<file path="src/rtl/mem_port_arbiter_if.sv">
// Handshake bundle between the CPU fetch/data ports, the arbiter and the shared memory.
// The slave modport is the arbiter's view; master is the CPU/memory side.
interface mem_port_arbiter_if #(
   parameter int ADDR_W = 32,
   parameter int DATA_W = 32
);
   logic              i_req_valid;
   logic [ADDR_W-1:0] i_req_addr;
   logic              i_req_ready;
   logic              i_resp_valid;
   logic [DATA_W-1:0] i_resp_data;

   logic              d_req_valid;
   logic              d_req_write;
   logic [ADDR_W-1:0] d_req_addr;
   logic [DATA_W-1:0] d_req_wdata;
   logic              d_req_ready;
   logic              d_resp_valid;
   logic [DATA_W-1:0] d_resp_data;

   logic              m_req_valid;
   logic              m_req_write;
   logic [ADDR_W-1:0] m_req_addr;
   logic [DATA_W-1:0] m_req_wdata;
   logic              m_req_ready;
   logic              m_resp_valid;
   logic [DATA_W-1:0] m_resp_data;

   modport slave (
      input  i_req_valid, i_req_addr,
      output i_req_ready, i_resp_valid, i_resp_data,
      input  d_req_valid, d_req_write, d_req_addr, d_req_wdata,
      output d_req_ready, d_resp_valid, d_resp_data,
      output m_req_valid, m_req_write, m_req_addr, m_req_wdata,
      input  m_req_ready, m_resp_valid, m_resp_data
   );

   modport master (
      output i_req_valid, i_req_addr,
      input  i_req_ready, i_resp_valid, i_resp_data,
      output d_req_valid, d_req_write, d_req_addr, d_req_wdata,
      input  d_req_ready, d_resp_valid, d_resp_data,
      input  m_req_valid, m_req_write, m_req_addr, m_req_wdata,
      output m_req_ready, m_resp_valid, m_resp_data
   );
endinterface

</file>
<file path="src/rtl/mem_port_arbiter.sv">
// Shares one single-ported, variable-latency memory between the fetch and data ports.
// Data has priority; a saturating counter forces a fetch grant after STARVE_LIMIT data grants.
//
// state | meaning
// IDLE  | no transaction; grant evaluated combinationally
// REQ   | presenting latched request to memory, waiting for m_req_ready
// WAIT  | request accepted, waiting for m_resp_valid
// RESP  | one-cycle response pulse to the owning port
module mem_port_arbiter #(
   parameter int ADDR_W       = 32,
   parameter int DATA_W       = 32,
   parameter int STARVE_LIMIT = 4
) (
   input  logic                  clk,
   input  logic                  reset,
   mem_port_arbiter_if.slave     bus,
   output logic                  busy,
   output logic                  owner
);
   localparam int CNT_W = $clog2(STARVE_LIMIT + 1);
   localparam logic [CNT_W-1:0] CNT_MAX = CNT_W'(STARVE_LIMIT);

   typedef enum logic [1:0] {IDLE, REQ, WAIT, RESP} state_t;

   state_t            state, state_nxt;
   logic              grant_i, grant_d;
   logic [CNT_W-1:0]  starve_cnt;
   logic [ADDR_W-1:0] lat_addr;
   logic [DATA_W-1:0] lat_wdata;
   logic              lat_write;
   logic [DATA_W-1:0] resp_data;

   always_ff @(posedge clk or negedge reset) begin
      if (!reset) state <= IDLE;
      else        state <= state_nxt;
   end

   always_comb begin
      state_nxt = state;
      grant_i   = 1'b0;
      grant_d   = 1'b0;
      case (state)
         IDLE: begin
            // Ready stays low while reset is held so every output reads 0 in reset.
            if (reset) begin
               grant_i = bus.i_req_valid && (!bus.d_req_valid || starve_cnt == CNT_MAX);
               grant_d = bus.d_req_valid && !grant_i;
            end
            if (grant_i || grant_d) state_nxt = REQ;
         end
         REQ:     if (bus.m_req_ready)  state_nxt = WAIT;
         WAIT:    if (bus.m_resp_valid) state_nxt = RESP;
         RESP:    state_nxt = IDLE;
         default: state_nxt = IDLE;
      endcase
   end

   always_ff @(posedge clk or negedge reset) begin
      if (!reset) begin
         starve_cnt <= '0;
         owner      <= 1'b0;
         lat_addr   <= '0;
         lat_wdata  <= '0;
         lat_write  <= 1'b0;
         resp_data  <= '0;
      end else begin
         if (grant_i || grant_d) begin
            lat_addr  <= grant_i ? bus.i_req_addr : bus.d_req_addr;
            lat_wdata <= grant_i ? '0 : bus.d_req_wdata;
            lat_write <= grant_d && bus.d_req_write;
            owner     <= grant_d;
         end
         if (grant_i)
            starve_cnt <= '0;
         else if (grant_d && bus.i_req_valid && starve_cnt != CNT_MAX)
            starve_cnt <= starve_cnt + CNT_W'(1);
         if (state == WAIT && bus.m_resp_valid)
            resp_data <= lat_write ? '0 : bus.m_resp_data;
      end
   end

   assign bus.i_req_ready  = grant_i;
   assign bus.d_req_ready  = grant_d;

   assign bus.m_req_valid  = (state == REQ);
   assign bus.m_req_write  = lat_write;
   assign bus.m_req_addr   = lat_addr;
   assign bus.m_req_wdata  = lat_wdata;

   assign bus.i_resp_valid = (state == RESP) && !owner;
   assign bus.d_resp_valid = (state == RESP) && owner;
   assign bus.i_resp_data  = bus.i_resp_valid ? resp_data : '0;
   assign bus.d_resp_data  = bus.d_resp_valid ? resp_data : '0;

   assign busy = (state != IDLE);
endmodule

</file>
<file path="src/flat_wrapper.sv">
// flat-port wrapper written by rule: the top's interface ports become plain ports
module mem_port_arbiter_flat 
#(
   parameter int ADDR_W       = 32,
   parameter int DATA_W       = 32,
   parameter int STARVE_LIMIT = 4
)
  (clk, reset, busy, owner, bus_i_req_valid, bus_i_req_addr, bus_i_req_ready, bus_i_resp_valid, bus_i_resp_data, bus_d_req_valid, bus_d_req_write, bus_d_req_addr, bus_d_req_wdata, bus_d_req_ready, bus_d_resp_valid, bus_d_resp_data, bus_m_req_valid, bus_m_req_write, bus_m_req_addr, bus_m_req_wdata, bus_m_req_ready, bus_m_resp_valid, bus_m_resp_data);
  mem_port_arbiter_if #(.ADDR_W(ADDR_W), .DATA_W(DATA_W)) bus_i ();
  input  logic clk;
  input  logic reset;
  output logic busy;
  output logic owner;
  input wire logic [$bits(bus_i.i_req_valid)-1:0] bus_i_req_valid;
  input wire logic [$bits(bus_i.i_req_addr)-1:0] bus_i_req_addr;
  output wire logic [$bits(bus_i.i_req_ready)-1:0] bus_i_req_ready;
  output wire logic [$bits(bus_i.i_resp_valid)-1:0] bus_i_resp_valid;
  output wire logic [$bits(bus_i.i_resp_data)-1:0] bus_i_resp_data;
  input wire logic [$bits(bus_i.d_req_valid)-1:0] bus_d_req_valid;
  input wire logic [$bits(bus_i.d_req_write)-1:0] bus_d_req_write;
  input wire logic [$bits(bus_i.d_req_addr)-1:0] bus_d_req_addr;
  input wire logic [$bits(bus_i.d_req_wdata)-1:0] bus_d_req_wdata;
  output wire logic [$bits(bus_i.d_req_ready)-1:0] bus_d_req_ready;
  output wire logic [$bits(bus_i.d_resp_valid)-1:0] bus_d_resp_valid;
  output wire logic [$bits(bus_i.d_resp_data)-1:0] bus_d_resp_data;
  output wire logic [$bits(bus_i.m_req_valid)-1:0] bus_m_req_valid;
  output wire logic [$bits(bus_i.m_req_write)-1:0] bus_m_req_write;
  output wire logic [$bits(bus_i.m_req_addr)-1:0] bus_m_req_addr;
  output wire logic [$bits(bus_i.m_req_wdata)-1:0] bus_m_req_wdata;
  input wire logic [$bits(bus_i.m_req_ready)-1:0] bus_m_req_ready;
  input wire logic [$bits(bus_i.m_resp_valid)-1:0] bus_m_resp_valid;
  input wire logic [$bits(bus_i.m_resp_data)-1:0] bus_m_resp_data;
  assign bus_i.i_req_valid = bus_i_req_valid;
  assign bus_i.i_req_addr = bus_i_req_addr;
  assign bus_i_req_ready = bus_i.i_req_ready;
  assign bus_i_resp_valid = bus_i.i_resp_valid;
  assign bus_i_resp_data = bus_i.i_resp_data;
  assign bus_i.d_req_valid = bus_d_req_valid;
  assign bus_i.d_req_write = bus_d_req_write;
  assign bus_i.d_req_addr = bus_d_req_addr;
  assign bus_i.d_req_wdata = bus_d_req_wdata;
  assign bus_d_req_ready = bus_i.d_req_ready;
  assign bus_d_resp_valid = bus_i.d_resp_valid;
  assign bus_d_resp_data = bus_i.d_resp_data;
  assign bus_m_req_valid = bus_i.m_req_valid;
  assign bus_m_req_write = bus_i.m_req_write;
  assign bus_m_req_addr = bus_i.m_req_addr;
  assign bus_m_req_wdata = bus_i.m_req_wdata;
  assign bus_i.m_req_ready = bus_m_req_ready;
  assign bus_i.m_resp_valid = bus_m_resp_valid;
  assign bus_i.m_resp_data = bus_m_resp_data;
  mem_port_arbiter #(.ADDR_W(ADDR_W), .DATA_W(DATA_W), .STARVE_LIMIT(STARVE_LIMIT)) u_core (.clk(clk), .reset(reset), .bus(bus_i), .busy(busy), .owner(owner));
endmodule
</file>
<file path="config.mk">
export PLATFORM = sky130hd
export DESIGN_NAME = mem_port_arbiter_flat
export DESIGN_NICKNAME = d
export VERILOG_FILES = /design/src/rtl/mem_port_arbiter_if.sv /design/src/rtl/mem_port_arbiter.sv /design/src/flat_wrapper.sv
export SDC_FILE = /design/constraint.sdc
export NUM_CORES = 1
export LEC_CHECK = 0
export BUFFER_PORTS_ARGS = -buffer_cell sky130_fd_sc_hd__buf_2
export CORE_UTILIZATION = 25
export CTS_BUF_LIST = sky130_fd_sc_hd__clkbuf_4 sky130_fd_sc_hd__clkbuf_8
export DETAILED_ROUTE_END_ITERATION = 8
export GPL_TIMING_DRIVEN = 0
export PLACE_DENSITY = 0.47
export SETUP_SLACK_MARGIN = 0.3
export SLEW_MARGIN = 20
export SYNTH_ARGS = -nofsm -noshare
export SYNTH_HDL_FRONTEND = slang
export SYNTH_SLANG_ARGS = --single-unit
</file>
<file path="constraint.sdc">
create_clock -name clk -period 2.1 [get_ports clk]
set_input_delay 0.525 -clock clk [delete_from_list [all_inputs] [get_ports clk]]
set_output_delay 0.525 -clock clk [all_outputs]
set_load 0.01 [all_outputs]
</file>
# Yosys cells after proc, flatten, opt, wreduce, memory -nomap -nowiden
# Cells that the tools add are included.
dict set report word_totals {
  reg_bits 103
  latch_bits 0
  ram_bits 0
  rom_bits 0
  inputBits 135
  output_inout_bits 136
  elab_cells 51
  mem_count 0
}
dict set report classes {
  addsub 1
  n_mul 0
  div 0
  n_lt_le_gt_ge 0
  n_eq_ne 8
  n_shift 0
  muxes 17
  bitwise 0
  n_reduce_logical 18
}
# cell n
set op_table {}
lappend op_table {{two-way mux 32 bit} 5}
lappend op_table {{logical AND 1 bit} 8}
lappend op_table {{case mux 2 bit (4 select lines)} 1}
lappend op_table {{two-way mux 1 bit} 6}
lappend op_table {{two-way mux 2 bit} 3}
lappend op_table {{two-way mux 3 bit} 2}
lappend op_table {{equality test 2 bit, second input constant} 2}
lappend op_table {{inequality test 2 x 1 -> 1 bit, second input constant} 2}
lappend op_table {{nonzero test 2 bit} 2}
lappend op_table {{adder 3 x 1 -> 3 bit, second input constant} 1}
lappend op_table {{equality test 3 bit, second input constant} 1}
lappend op_table {{logical NOT 1 bit} 3}
lappend op_table {{logical OR 1 bit} 3}
lappend op_table {{inequality test 3 bit, second input constant} 1}
lappend op_table {{AND reduction 3 bit} 1}
lappend op_table {{equality test 2 x 1 -> 1 bit, second input constant} 1}
lappend op_table {{logical NOT 2 bit} 1}
lappend op_table {{inequality test 2 bit, second input constant} 1}

# Logic depth before layout (Yosys ltp)
dict set report logic_depth {
  depth_word 12
  depth_mapped 7
  depth_no_buf 5
}

# Worst setup path before layout
# Ideal clock, no wire load.
dict set report synth_path {
  path_kind {reg-to-output}
  startpoint {register u_core.state[1]}
  endpoint {output port bus_i_resp_data[22]}
  arrival_time_ps 1331
  t_required_ps 1575
  path_slack_ps 244
  stages_incl_launch_ff 5
  n_path_buf 1
  path_cell_list {dfrtp_1 ha_1 nor2b_1 clkbuf_1 and2_1}
}
dict set report synth_via {
  elab_chain_len 3
}
# element line
set synth_lines {}
lappend synth_lines {{start: declaration} mem_port_arbiter.sv:25} ;# state_t state, state_nxt;
lappend synth_lines {{start signal: assignment} mem_port_arbiter.sv:35} ;# else state <= state_nxt;
lappend synth_lines {{equality test 2 bit} mem_port_arbiter.sv:90} ;# assign bus.i_resp_valid = (state == RESP) && !owner;
lappend synth_lines {{logical AND 1 bit} mem_port_arbiter.sv:90}
lappend synth_lines {{net bus_i_resp_valid} flat_wrapper.sv:17} ;# output wire logic [$bits(bus_i.i_resp_valid)-1:0] bus_i_resp_valid;
lappend synth_lines {{two-way mux 32 bit} mem_port_arbiter.sv:92} ;# assign bus.i_resp_data = bus.i_resp_valid ? resp_data : '0;
lappend synth_lines {{end: declaration} flat_wrapper.sv:18} ;# output wire logic [$bits(bus_i.i_resp_data)-1:0] bus_i_resp_data;
# The timed path passes the listed nets, and every way through them passes these cells.

# Worst setup path in the final report
dict set report layout_path {
  startpoint {register u_core.state[1]}
  endpoint {output port bus_i_resp_data[28]}
}
dict set report layout_via {
  elab_chain_len 3
}
# element line
set layout_lines {}
lappend layout_lines {{equality test 2 bit} mem_port_arbiter.sv:90}
lappend layout_lines {{logical AND 1 bit} mem_port_arbiter.sv:90}
lappend layout_lines {{two-way mux 32 bit} mem_port_arbiter.sv:92}
# Every way passes these cells.

==> metrics.sh <==
FAILED_CHECKS='negative setup slack'
DPL.HPWL_UM=12280
ROOT_BUFFER='sky130_fd_sc_hd__clkbuf_8'
MAX_CAP_VIOLS=0
SYNTH.NET_COUNT=651
GRT_FIRST_PASS_WIRELENGTH_UM=27180
AVGSYNTHCELLAREA_UM2=9.636
PORT-BUFFER-COUNT=270
AREA_GROWTH_PCT=57.65
SYNTH_ENABLE_FLOP_CELLS=0
HTREEDEPTH=3
DETAIL_ROUTE.DRC_VIOLATIONS=0
POWERDENSITY_nW_PER_UM2=1237
SETUP_VIOL_COUNT_FINAL=64
GRT.OVERFLOW.TOTAL=0
DP_CELLS=1040
DIEHEIGHT_UM=142.1
WORST_EP_REQUIRED_TIME_PS=1570
SETUP_SLACK_AFTER_LAYOUT_PS=-143.8
ANTENNA_CELLS_INSERTED=0
NUMBER_OF_STAGES_ON_THE_WORST_SETUP_PATH=6
CTSLONGESTPATHBUFFERS=2
CTS.CLK_SLEW.WORST_PATHS_PS=110
DETAILROUTE.VIA_COUNT=4956
WORSTSETUPPATHTYPE='reg -> out'
INITIAL_DRT_PASS_ITERATIONS=4
CRITPATHTOPFAMILY='flip-flops'
VIA_TO_CELL_RATIO=4.576
CP_CELL_SEQUENCE='ha_4, nor2b_4, buf_6, buf_6, and2_4, buf_6'
YOSYS_REGISTER_BITS=103
CTS_TREE='done'
STATUS='finished with violations'
DIEAREA_UM2=20180
TOTAL_WIRELENGTH_UM=17870
FINAL_CELLS=1083
VDD_DROP_MAX_uV=458.0
FF_LATCH_AREA_UM2=2580
SETUP.WORST_PATH.END_CLASS='primary output'
DIEWIDTH_UM=142.1
FINAL_LAYOUT_SIZE_SUFFIX_GT1_FRAC=0.4970
SYNTH_SEQUENTIAL_AREA_RATIO=0.5255
FIN_TNS_SETUP_PS=-4547
FIRST_GLOBAL_VIAS=4966
FINAL-HOLD-VIOLATION-COUNT=0
INITIAL_ANTENNA_VIOLATION_COUNT=1
SYNTH_CELL_TYPES=28
SYNTH_WARNINGS=0
HOLDCRITPATHCLASS='in -> async'
ANT_NETS=0
CRITICAL_PATH.MAX_FANOUT=7
LAYOUT.FILLER_CELLS=1975
WORST_HOLD_SLACK_PS=71.88
UNREPAIRED_SETUP_ENDPOINTS_AFTER_GLOBAL_ROUTING='yes'
INITIAL_CORE_UTIL=0.2587
MULTIINPUTGATEAREA_UM2=2300
TIMING.FMAX_GHz=0.4457
WORST_PATH_MOST_REPEATED_CELL='sky130_fd_sc_hd__buf_6'
TOTAL_CTS_BUFFERS=9
MIN_PERIOD_PS=2244
TIMING_MAX_TRANSITION_VIOLATIONS_FINAL=0
CLOCK-SKEW-FINAL_PS=10.74
TOTAL_LEAKAGE_POWER_nW=4.004
TIGHTESTPINTRANSITION_PS=555.9
AVGROUTEDWIREPERCELL_UM=16.50
LAYOUT.NETS=960
YS_DOMINANT_REG_CELL='sky130_fd_sc_hd__dfrtp_1'
NUM_ROWS=50
POSTLAYOUTCOREUTIL=0.4079
WORSTPATHBUFFERINVERTERCOUNT=3
CORE_AREA_UM2=18960
SLOWEST_CP_CELL='sky130_fd_sc_hd__dfrtp_2'
MAX-SLEW-MARGIN-REL=0.6282
SYN_AREA_UM2=4905
DRT-INITIAL-DRC-COUNT=182
SYNTH-ASYNC-RESET-RATIO=1.000
PLACE_CONGESTION=0.7386
REG2REGPATHDEPTH=8
NUM_IO_PINS=271
POST_SYNTH_INST_COUNT=509
WORST_PATH_ARRIVAL_PS=1720
NUMBER_OF_CLOCK_SINKS=103
GRT_UTIL_ALL_LAYERS=0.1742
SLOWEST_DELAY_PS=470
GRT_START_MAX_NET_PINS=39
CLOCK_INSERTION_DELAY_WORST_SKEW_PS=390
FINAL.PERIOD_UTILIZATION=1.068
TIMING.CRITICAL_PATH.FROM_TYPE='flip-flop'
## cell type report
type / instances / area share
clock buffer: 11 / 0.01958
inverter: 7 / 0.003722
buffer: 44 / 0.04466
timing repair buffer: 298 / 0.2476
tap: 260 / 0.04207
clock inverter: 5 / 0.01133
sequential: 103 / 0.3337
multi-input combinational: 355 / 0.2974
## registers in the layout (all words and copies together) (netlist names)
register                cells
u_core.bus.m_req_addr      32
u_core.bus.m_req_wdata     32
u_core.bus.m_req_write      1
u_core.state                2
u_core.owner                1
u_core.resp_data           32
u_core.starve_cnt           3
## worst paths after layout
| kind | from | to | slack, ps |
|---|---|---|---|
| hold / removal | reset | u_core.bus.m_req_wdata[6] | 70 |
| hold reg to reg | u_core.bus.m_req_wdata[26] | u_core.bus.m_req_wdata[26] | 500 |
| setup reg to reg | u_core.state[0] | u_core.bus.m_req_addr[13] | 390 |
| min in group clk | bus_d_req_wdata[7] | u_core.bus.m_req_wdata[7] | 350 |
| setup / recovery | u_core.state[1] | bus_i_resp_data[28] | -140 |
| max in group asynchronous | reset | u_core.state[1] | 1020 |
## where the power goes
| group | leakage [nW] | switching (mW) | internal, mW |
|---|---|---|---|
| logic | 2.63 | 2.33 | 2.24 |
| clock network | 0.118 | 0.761 | 0.750 |
| registers | 1.26 | 0.624 | 2.85 |
| total | 4.00 | 3.71 | 5.85 |
## through the flow
stage                     power [mW]  area (um^2)  setup slack, ps
after floorplan                5.530         4912            319.9
after global placement         7.177         6589            -2318
after detailed placement       7.196         6623           -686.6
after CTS                      9.332         7423           -170.0
after global routing           10.26         7732           -212.5
final                          9.563         7732           -143.8
## cell usage after synthesis, types with 2 or more instances
cell type | number | share of area
sky130_fd_sc_hd__clkbuf_1 | 27 | 0.021
sky130_fd_sc_hd__a22o_1 | 33 | 0.059
sky130_fd_sc_hd__nand2_1 | 33 | 0.025
sky130_fd_sc_hd__buf_2 | 10 | 0.010
sky130_fd_sc_hd__o21ai_1 | 2 | 0.0020
sky130_fd_sc_hd__and2_1 | 33 | 0.042
sky130_fd_sc_hd__and3_1 | 32 | 0.041
sky130_fd_sc_hd__a21oi_1 | 32 | 0.033
sky130_fd_sc_hd__buf_4 | 7 | 0.011
sky130_fd_sc_hd__nor2_1 | 34 | 0.026
sky130_fd_sc_hd__dfrtp_1 | 103 | 0.53
sky130_fd_sc_hd__nand3_1 | 5 | 0.0051
sky130_fd_sc_hd__nand2b_1 | 33 | 0.042
sky130_fd_sc_hd__inv_1 | 7 | 0.0054
sky130_fd_sc_hd__ha_1 | 7 | 0.018
sky130_fd_sc_hd__a31oi_1 | 32 | 0.041
sky130_fd_sc_hd__o21ai_0 | 68 | 0.069
## placed cells by master (no fill, tap or decap), drive strengths merged, types with 32 or more instances in the layout
master	Yosys	layout
and3	33	33
clkbuf	27	32
nand2	33	33
a21oi	32	32
nor2	34	34
a22o	33	33
dfrtp	103	103
o21ai	70	70
buf	17	319
nand2b	33	33
and2	33	33
a31oi	33	33
## metal layers
metal / vias up / share of wire / global-route usage
li1: 2404 / - / -
met1: 2340 / 0.42 / 0.2186
met2: 194 / 0.49 / 0.2856
met3: 18 / 0.078 / 0.05081
met4: 0 / 0.015 / 0.05829
met5: - / 0 / 0
## repair_timing
item                       4_1_cts  5_1_grt
gates resized for setup         92       98
buffers inserted                11        7
pin swaps                       26        4
setup endpoints to repair      134      130
hold endpoints to repair        11        0
hold buffers                     2        0
gates cloned                     6        1
## worst reg2reg max path, delay by kind of cell, from the launching register on
kind                       cells  cell delay [ps]
buffers and inverters          4              600
and+or+nand+nor                1               90
AOI/OAI and AO/OA              2              270
DFF                            1              450
adders and majority gates      1              200
## cells by family after synthesis
logic type	synth area share
flops	0.5255
buf+inv	0.04694
compound gates	0.2196
fa+ha+maj	0.01786
simple gates	0.1857
mux	0.004337
(Power assumes the default switching activity.)
